`config.mk`:
```
export PLATFORM = sky130hd
export DESIGN_NAME = multdiv_ctrl
export DESIGN_NICKNAME = d
export VERILOG_FILES = /design/src/rtl/multdiv_pkg.sv /design/src/rtl/iter_counter.sv /design/src/rtl/multdiv_ctrl.sv
export SDC_FILE = /design/constraint.sdc
export NUM_CORES = 1
export LEC_CHECK = 0
export CORE_AREA = 2 2 101 128
export CTS_CLUSTER_DIAMETER = 120
export DETAILED_ROUTE_END_ITERATION = 10
export DIE_AREA = 0 0 103 130
export PLACE_DENSITY = 0.76
export SETUP_SLACK_MARGIN = 0.02
export SLEW_MARGIN = 15
export SYNTH_ARGS = -nofsm -noshare
export SYNTH_HDL_FRONTEND = slang
export SYNTH_SLANG_ARGS = --single-unit
```
`constraint.sdc`:
```
create_clock -name clk -period 2.1 [get_ports clk]
set_input_delay 0.42 -clock clk [delete_from_list [all_inputs] [get_ports clk]]
set_output_delay 0.42 -clock clk [all_outputs]
set_load 0.005 [all_outputs]
```
`src/rtl/multdiv_pkg.sv`:
```
// multdiv_pkg: shared state encoding and defaults for the multiply/divide sequencer
package multdiv_pkg;
  localparam int COUNT_W = 6;
  localparam int DEF_MULT_CYCLES = 32;
  localparam int DEF_DIV_CYCLES = 32;
  typedef enum logic [2:0] {IDLE, MULT, DIV, DZERO, DONE} state_e;
endpackage

```
`src/rtl/iter_counter.sv`:
```
// iter_counter: saturating iteration counter with sync clear and terminal-count flag
module iter_counter
  import multdiv_pkg::*;
(
  input  logic               clk,
  input  logic               rst_n,
  input  logic               clr,
  input  logic               en,
  input  logic [COUNT_W-1:0] limit,
  output logic [COUNT_W-1:0] count,
  output logic               tc
);
  logic [COUNT_W-1:0] count_q, count_d;
  // clear wins over enable; hold once the limit is reached
  always_comb begin
    count_d = clr ? '0 : (en && count_q != limit) ? count_q + 1'b1 : count_q;
  end
  // count register
  always_ff @(posedge clk or negedge rst_n) begin
    if (!rst_n) count_q <= '0;
    else count_q <= count_d;
  end
  assign count = count_q;
  assign tc = count_q == limit;
endmodule

```
`src/rtl/multdiv_ctrl.sv`:
```
// multdiv_ctrl: sequences the iterative multiplier/divider and captures their results
module multdiv_ctrl
  import multdiv_pkg::*;
#(
  parameter int WIDTH       = 32,
  parameter int MULT_CYCLES = DEF_MULT_CYCLES,
  parameter int DIV_CYCLES  = DEF_DIV_CYCLES
) (
  input  logic               clk,
  input  logic               reset_n,
  input  logic               ctrl_MULT,
  input  logic               ctrl_DIV,
  input  logic [WIDTH-1:0]   data_operandA,
  input  logic [WIDTH-1:0]   data_operandB,
  input  logic [WIDTH-1:0]   mult_result,
  input  logic               mult_overflow,
  input  logic [WIDTH-1:0]   div_result,
  output logic [WIDTH-1:0]   dp_opA,
  output logic [WIDTH-1:0]   dp_opB,
  output logic [COUNT_W-1:0] dp_count,
  output logic               dp_sel_div,
  output logic               busy,
  output logic [WIDTH-1:0]   data_result,
  output logic               data_exception,
  output logic               data_resultRDY
);
  state_e state_q, state_d;
  logic [WIDTH-1:0] op_a_q, op_a_d, op_b_q, op_b_d, result_q, result_d;
  logic sel_div_q, sel_div_d, exc_q, exc_d;
  logic start, tc;
  logic [COUNT_W-1:0] limit;
  assign start = ctrl_MULT | ctrl_DIV;
  assign limit = sel_div_q ? COUNT_W'(DIV_CYCLES) : COUNT_W'(MULT_CYCLES);
  iter_counter u_cnt (
    .clk  (clk),
    .rst_n(reset_n),
    .clr  (start),
    .en   (state_q == MULT || state_q == DIV),
    .limit(limit),
    .count(dp_count),
    .tc   (tc)
  );
  // next state and capture; a start pulse aborts any operation without capturing
  always_comb begin
    state_d = state_q;
    op_a_d = op_a_q;
    op_b_d = op_b_q;
    sel_div_d = sel_div_q;
    result_d = result_q;
    exc_d = exc_q;
    if (start) begin
      op_a_d = data_operandA;
      op_b_d = data_operandB;
      sel_div_d = !ctrl_MULT;
      state_d = ctrl_MULT ? MULT : (data_operandB != '0) ? DIV : DZERO;
    end else begin
      case (state_q)
        MULT: if (tc) begin
          result_d = mult_result;
          exc_d = mult_overflow;
          state_d = DONE;
        end
        DIV: if (tc) begin
          result_d = div_result;
          exc_d = 1'b0;
          state_d = DONE;
        end
        DZERO: begin
          result_d = '0;
          exc_d = 1'b1;
          state_d = DONE;
        end
        DONE: state_d = IDLE;
        default: state_d = state_q;
      endcase
    end
  end
  // state, operand and result registers
  always_ff @(posedge clk or negedge reset_n) begin
    if (!reset_n) begin
      state_q <= IDLE;
      op_a_q <= '0;
      op_b_q <= '0;
      sel_div_q <= 1'b0;
      result_q <= '0;
      exc_q <= 1'b0;
    end else begin
      state_q <= state_d;
      op_a_q <= op_a_d;
      op_b_q <= op_b_d;
      sel_div_q <= sel_div_d;
      result_q <= result_d;
      exc_q <= exc_d;
    end
  end
  assign dp_opA = op_a_q;
  assign dp_opB = op_b_q;
  assign dp_sel_div = sel_div_q;
  assign busy = state_q == MULT || state_q == DIV || state_q == DZERO;
  assign data_result = result_q;
  assign data_exception = exc_q;
  assign data_resultRDY = state_q == DONE;
endmodule

```
Yosys cells after proc, flatten, opt, wreduce, memory -nomap -nowiden
Cells that the tools add are included.
{ "op_classes": {"add_sub_neg": 1, "multipliers": 0, "div_mod_pow": 0, "n_lt_le_gt_ge": 0, "n_eq_ne": 9, "n_shift": 0, "muxes": 13, "n_bitwise": 2, "reduce_logical": 11} }
{ "op_table": {"columns": ["cell", "count"], "rows": [
  ["32-bit case mux with 3 select lines", 1],
  ["32-bit 2-to-1 mux", 2],
  ["32-bit nonzero test", 1],
  ["6-bit 2-to-1 mux", 2],
  ["3-bit case mux with 3 select lines", 1],
  ["6-bit by 1-bit adder with 6-bit output, second input constant", 1],
  ["3-bit by 2-bit equality test with 1-bit output, second input constant", 2],
  ["6-bit equality test, second input constant", 1],
  ["3-bit 2-to-1 mux", 2],
  ["6-bit != test, second input constant", 1],
  ["2-bit != test, second input constant", 2],
  ["4-bit AND reduction", 1],
  ["4-bit nonzero test", 1],
  ["3-bit by 1-bit equality test with 1-bit output, second input constant", 1],
  ["3-bit equality test, second input constant", 1],
  ["1-bit 2-to-1 mux", 3],
  ["3-bit by 1-bit != test with 1-bit output, second input constant", 1],
  ["1-bit case mux with 3 select lines", 1],
  ["3-bit nonzero test", 1],
  ["1-bit logical OR", 2],
  ["2-bit 2-to-1 mux", 1],
  ["2-bit AND reduction", 1],
  ["2-bit nonzero test", 1],
  ["2-bit OR reduction", 1],
  ["other kinds (4)", 4]
]} }
{ "totals": {"reg_bits": 107, "latchBits": 0, "mem_bits_rw": 0, "romBits": 0, "input_bits": 133, "word_cells": 43, "n_memories": 0} }

Depth between registers and ports, before layout
Gate-level depths: netlist of the first run.
{ "logic_depth": {"word_depth": 5, "depth_mapped": 7} }

Modules after synthesis
Synthesis of the first run repeated with hierarchy kept, for this count alone.
{ "unflattened": {"cells_unflattened": 392, "area_unflattened_um2": 4899.7} }
{ "modules_own_cells": {"columns": ["mod", "n_inst", "cells_per_inst", "area_each_um2", "seq_area_each_um2"], "rows": [
  ["multdiv_ctrl", 1, 355, 4531.8, 2527.4],
  ["iter_counter", 1, 37, 367.9, 150.1]
]} }

Worst setup path after synthesis of the first run
Ideal clock, no wire load.
{ "synth_path": {"path_kind": "in2reg", "start": "input port ctrl_DIV", "end": "register exc_q, in the netlist data_exception", "setup_ns": 0.127, "arrival_time_ns": 1.645, "path_slack_ns": 0.328, "cell_stages": 4, "path_buffers": 1, "cell_sequence": "or2_1 -> clkbuf_1 -> nor4_4 -> mux2_1"} }
{ "synth_between": {"elab_chain_len": 3} }
{ "synth_rtl": {"columns": ["item", "line_no", "source"], "rows": [
  ["start: declaration", "multdiv_ctrl.sv:12", "input logic ctrl_DIV,"],
  ["1-bit OR", "multdiv_ctrl.sv:32", "assign start = ctrl_MULT | ctrl_DIV;"],
  ["1-bit NOT (no source line)", null, null],
  ["4-bit AND reduction (no source line)", null, null],
  ["end signal: assignment", "multdiv_ctrl.sv:86", "exc_q <= 1'b0;"],
  ["end signal: assignment", "multdiv_ctrl.sv:93", "exc_q <= exc_d;"],
  ["end: declaration", "multdiv_ctrl.sv:29", "logic sel_div_q, sel_div_d, exc_q, exc_d;"]
]} }
No other way between the ends.
A chain may end at the register's enable or synchronous reset.

Worst setup path in the final report of the first run
{ "layout_path": {"start": "register state_q[1]", "end": "output port data_resultRDY"} }
{ "layout_between": {"elab_chain_len": 1} }
{ "layout_rtl": {"columns": ["item", "line_no", "source"], "rows": [
  ["start: declaration", "multdiv_ctrl.sv:27", "state_e state_q, state_d;"],
  ["start signal: assignment", "multdiv_ctrl.sv:88", "state_q <= state_d;"],
  ["3-bit equality test", "multdiv_ctrl.sv:102", "assign data_resultRDY = state_q == DONE;"],
  ["end: declaration", "multdiv_ctrl.sv:25", "output logic data_resultRDY"]
]} }
No other way between the ends.

==> flow_metrics.tcl, run 1 <==
set metrics [dict create \
    yosys_most_used_dff "dfrtp_1" \
    vias_per_cell 4.74 \
    worst_pin_slew_ns 0.558 \
    ys_ff_latch 107 \
    syn_area_per_cell_sq_um 9.28 \
    cts_tree "yes" \
    stdcell_count 929 \
    die_w_microns 103 \
    clk_latency_ns 0.34 \
    yosysTopAreaCell "dfrtp_1" \
    grt_start_max_net_pins 54 \
    max-cap-violations 0 \
    hold_viol 0 \
    synth_area_leaders "dfrtp_1 56%, nand2_1 15%, mux2i_1 6.9%" \
    die-height_microns 130 \
    antenna_left 0 \
    max_freq_mhz 490 \
    synthToLayoutAreaGrowth_pct 63.6 \
    p_leak_nw 3.46 \
    synth_nets 650 \
    min_period_over_period_pct 97.1 \
    wl_per_cell_microns 15.6 \
    period_needed_ns 2.04 \
    grt_pass1_wl_mm 21.7 \
    num-nets-final 891 \
    gr-total-overflow 0 \
    syn_inst 515 \
    place.detailed.hpwl_mm 11.0 \
    dp_cells 910 \
    drt_first_pass_iters 4 \
    cts-htree-levels 3 \
    rsz0062_at_grt "yes" \
    maxSlewViolCount 0 \
    post_dp_cell_area_sq_um 7450 \
    layout-drive-gt1-share_pct 5.91 \
    status "finished clean" \
    finalWirelength_mm 14.5 \
    ys_seq_area_share_pct 56.1 \
    async_flop_share_pct 100 \
    end_kind "primary output" \
    syn_area_sq_um 4780 \
    vdd_drop_max_mv 0.371 \
    crit_type "reg -> out" \
    finalWeightedCongestion 0.864 \
    synth_top_area_share_pct 56.1 \
    grt_pass1_vias 4338 \
    synth-edff-count 0 \
    arrival_ns 1.62 \
    worstHoldPathType "reg -> reg" \
    fin_area_sq_um 7820 \
    clk_pin_slew_ns 0.07 \
    clk_path_buf_depth 2 \
    hold-worst-slack_ns 0.468 \
    utilization_pct 63.4 \
    clock_skew_ns 0.00575 \
    vias 4403 \
    antenna_found_initial 0 \
    cts_sinks 107 \
    io_pins 239 \
    core_region_area_sq_um 12300 \
    power_density_nw_per_um2 764 \
    setup_viol 0 \
    slew_headroom_pct 62.5 \
    n_antenna_cell 0 \
    drc 0 \
    worstPathRequired_ns 1.68 \
    cts_made_buffers 9 \
    startpoint_type "register" \
    finalPower_mw 5.97 \
    initial_core_util_pct 38.8 \
    yosys_warnings 0 \
    port_buffers 238 \
    grt_usage_pct 21.1 \
    yosysUniqueCellTypes 33 \
    rows 46 \
    cts-root-buf "clkbuf_16" \
    drtIter0Drc 100 \
    die_area_sq_um 13400 \
    critPathMaxFanout 6 \
]
## synth_stat cells (2+ instances only)
master / instances
nand2_1: 193
dfrtp_1: 107
inv_1: 36
a21oi_1: 35
mux2i_1: 33
nor3b_1: 32
clkbuf_1: 22
nor2_1: 9
nor4_1: 5
nor3_1: 4
xnor2_1: 4
buf_6: 3
nand3_1: 3
o21ai_0: 3
a31oi_1: 2
a41oi_1: 2
buf_1: 2
buf_2: 2
ha_1: 2
nand4b_1: 2
or4_1: 2
## power by group
| group | internal [mW] | switching (mW) | leakage (nW) |
|---|---|---|---|
| Combinational | 0.981 | 0.592 | 2.03 |
| Sequential | 2.38 | 0.192 | 1.28 |
| Clock | 1.08 | 0.744 | 0.156 |
## layout by cell type (no fill, tap or decap), types with 2 or more instances in the layout
cell             count
nor4_1               5
dfrtp_1            107
inv_1               36
or4_1                2
o21ai_0              3
buf_12               6
a21oi_1             35
buf_4               15
bufinv_16            2
clkbuf_16            9
mux2i_1             33
clkdlybuf4s50_1    237
nor3b_1             32
a31oi_1              2
ha_1                 2
nor3_1               4
a41oi_1              2
nand2_1            193
nand3_1              3
nand4b_1             2
xnor2_1              4
nor2_1               7
## state kept, by name, summed over array words and instances, names as in the netlist
register / count
state_q: 3
data_result: 32
dp_opA: 32
dp_sel_div: 1
u_cnt.count: 6
dp_opB: 32
data_exception: 1
## metal layers
layer / share of wire (%) / global-route usage (%) / vias up / routed length (microns)
li1: - / - / 2130 / -
met1: 38 / 23.8 / 2065 / 5500
met4: 1.2 / 6.66 / 0 / 178
met2: 49 / 36.8 / 196 / 7160
met5: 0 / 0 / - / 0
met3: 11 / 7.98 / 12 / 1630
## what timing repair did
item | 4_1_cts | 5_1_grt
resized for setup | 1 | 1
pin swaps | 0 | 1
hold endpoints to repair | 17 | 0
buffers inserted | 0 | 2
hold buffers | 1 | 0
gates cloned | 0 | 0
endpoints found under the setup margin | 1 | 2
## stage by stage
stage	setup slack, ns	TNS, ns
after global placement	-0.173	-1.44
after detailed placement	-0.273	-3.21
after global routing	0.00399	0
after floorplan	0.328	0
after CTS	0.0464	0
final	0.0609	0
## kinds of logic (layout without fill, tap and decap cells)
group,Yosys count,in the layout,share of synthesized area (%)
compound gates,44,44,5.08
buf+inv,65,311,5.63
xor+xnor,4,4,0.733
flops,107,107,56.1
simple gates,258,258,24.6
mux,35,35,7.39
fa+ha+maj,2,2,0.524
## cell type report
type | count | area, sq um
Timing Repair Buffer | 259 | 2620
Multi-Input combinational cell | 343 | 1850
Fill cell | 1073 | 4500
Clock inverter | 5 | 85.1
Tap cell | 168 | 210
Clock buffer | 11 | 243
Inverter | 36 | 135
Sequential cell | 107 | 2680
## critical path: stages (launching register included)
cell and delay [ns]:
dfrtp_1 0.45, nor2_2 0.17, and2_1 0.14, clkdlybuf4s50_1 0.52
## worst paths after layout
kind / end / cells past startpoint / start / slack (ns)
min in group asynchronous: dp_opA[6] / 2 / reset_n / 0.50
max in group asynchronous: data_result[3] / 3 / reset_n / 1.08
hold / removal: dp_opB[23] / 2 / dp_opB[23] / 0.47
setup reg to reg: data_result[22] / 6 / u_cnt.count[3] / 0.17
setup / recovery: data_resultRDY / 3 / state_q[1] / 0.06
hold reg to reg: dp_opB[23] / 2 / dp_opB[23] / 0.47
(Power assumes the default switching activity.)
==> run 2, diff against run 1 <==
--- a/config.mk
+++ b/config.mk
@@ -10,7 +10,6 @@
 export DETAILED_ROUTE_END_ITERATION = 10
 export DIE_AREA = 0 0 103 130
 export PLACE_DENSITY = 0.76
-export SETUP_SLACK_MARGIN = 0.02
 export SLEW_MARGIN = 15
 export SYNTH_ARGS = -nofsm -noshare
 export SYNTH_HDL_FRONTEND = slang
==> flow_metrics.tcl, run 2 (synthesis results as in run 1) <==
set metrics [dict create \
    rows 46 \
    p_leak_nw 3.45 \
    drt_first_pass_iters 4 \
    die_w_microns 103 \
    finalSetupTns_ns 0 \
    stdcell_count 927 \
    cts_made_buffers 9 \
    die-height_microns 130 \
    cts-root-buf "clkbuf_16" \
    rr_endpoint "data_result[22]" \
    endpoint "data_resultRDY" \
    power_density_nw_per_um2 765 \
    worst_pin_slew_ns 0.558 \
    maxSlewViolCount 0 \
    critPathMaxFanout 5 \
    period_needed_ns 2.03 \
    cts-htree-levels 3 \
    num-nets-final 889 \
    fin_ws_ns 0.0725 \
    n_antenna_cell 0 \
    clk_pin_slew_ns 0.07 \
    synthToLayoutAreaGrowth_pct 63.2 \
    port_buffers 238 \
    setup_viol 0 \
    grt_start_max_net_pins 54 \
    place.detailed.hpwl_mm 11.0 \
    cts_tree "yes" \
    mostFrequentLayoutCells "237 x clkdlybuf4s50_1, 193 x nand2_1, 106 x dfrtp_1" \
    antenna_left 0 \
    post_dp_cell_area_sq_um 7450 \
    finalWeightedCongestion 0.864 \
    cts_sinks 107 \
    clk_latency_ns 0.34 \
    finalPower_mw 5.97 \
    layout-drive-gt1-share_pct 5.67 \
    vias_per_cell 4.73 \
    pre_cts_slack_ns -0.273 \
    crit_start "state_q[0]" \
    arrival_ns 1.61 \
    rr_startpoint "u_cnt.count[3]" \
    io_pins 239 \
    final_common_cell "clkdlybuf4s50_1" \
    clock_skew_ns 0.00591 \
    core_region_area_sq_um 12300 \
    gr-total-overflow 0 \
    drtIter0Drc 109 \
    end_kind "primary output" \
    finalWirelength_mm 14.4 \
    grt_pass1_wl_mm 21.7 \
    vias 4389 \
    utilization_pct 63.3 \
    max-cap-violations 0 \
    antenna_found_initial 0 \
    grt_usage_pct 21.1 \
    worstHoldPathType "reg -> reg" \
    wl_per_cell_microns 15.5 \
    clk_path_buf_depth 2 \
    dp_cells 910 \
    min_period_over_period_pct 96.5 \
    hold-worst-slack_ns 0.468 \
    initial_core_util_pct 38.8 \
    startpoint_type "register" \
    max_freq_mhz 493 \
    grt_pass1_vias 4338 \
    crit_type "reg -> out" \
    post_cts_buffers 0 \
    vdd_drop_max_mv 0.371 \
    reg2reg_slack_ns 0.18 \
    die_area_sq_um 13400 \
    fin_area_sq_um 7790 \
    drc 0 \
    slew_headroom_pct 62.5 \
    worstPathRequired_ns 1.68 \
    hold_viol 0 \
    status "finished clean" \
    reg2reg_depth 6 \
]
==> run 2: how the worst min path moves through the flow <==
| stage | cells after the start | endpoint | slack (ns) | startpoint |
|---|---|---|---|---|
| 2_1_floorplan | 0 | data_exception | 0.12 | reset_n |
| 3_3_place_gp | 1 | dp_opB[26] | 0.33 | reset_n |
| 3_5_place_dp | 1 | dp_opA[5] | 0.33 | reset_n |
| 4_1_cts | 2 | dp_opB[23] | 0.47 | dp_opB[23] |
| 5_1_grt | 2 | dp_opB[29] | 0.49 | dp_opB[29] |
| 6_report | 2 | dp_opB[23] | 0.47 | dp_opB[23] |
==> run 2: final cells by class <==
type | instances | area, sq um
timing repair buffer | 257 | 2600
clock buffer | 11 | 243
inverter | 36 | 135
sequential | 107 | 2680
fill | 1072 | 4520
multi-input combinational | 343 | 1840
clock inverter | 5 | 85.1
tap | 168 | 210
==> run 2: report_power, final <==
part,switching (mW),internal [mW],total (mW)
registers,0.191,2.38,2.57
logic,0.590,0.977,1.57
clock network,0.743,1.08,1.83
total,1.52,4.44,5.97
==> run 2: what timing repair did <==
action                                  CTS  global route
hold endpoints to repair                 17             0
hold buffers                              1             0
endpoints found under the setup margin    0             1
gates resized for setup                   0             2
==> run 2: layer usage <==
metal / vias to the layer above / global-route usage, % / wire length [microns]
met5: - / 0 / 0
met1: 2060 / 23.7 / 5470
met4: 0 / 6.66 / 178
li1: 2125 / - / -
met3: 12 / 7.98 / 1630
met2: 192 / 36.8 / 7130
==> run 2: critical path, cell delays in order, from the launching register on <==
cell and delay [ns]:
dfrtp_2 0.45, nor2_2 0.16, and2_1 0.14, clkdlybuf4s50_1 0.52
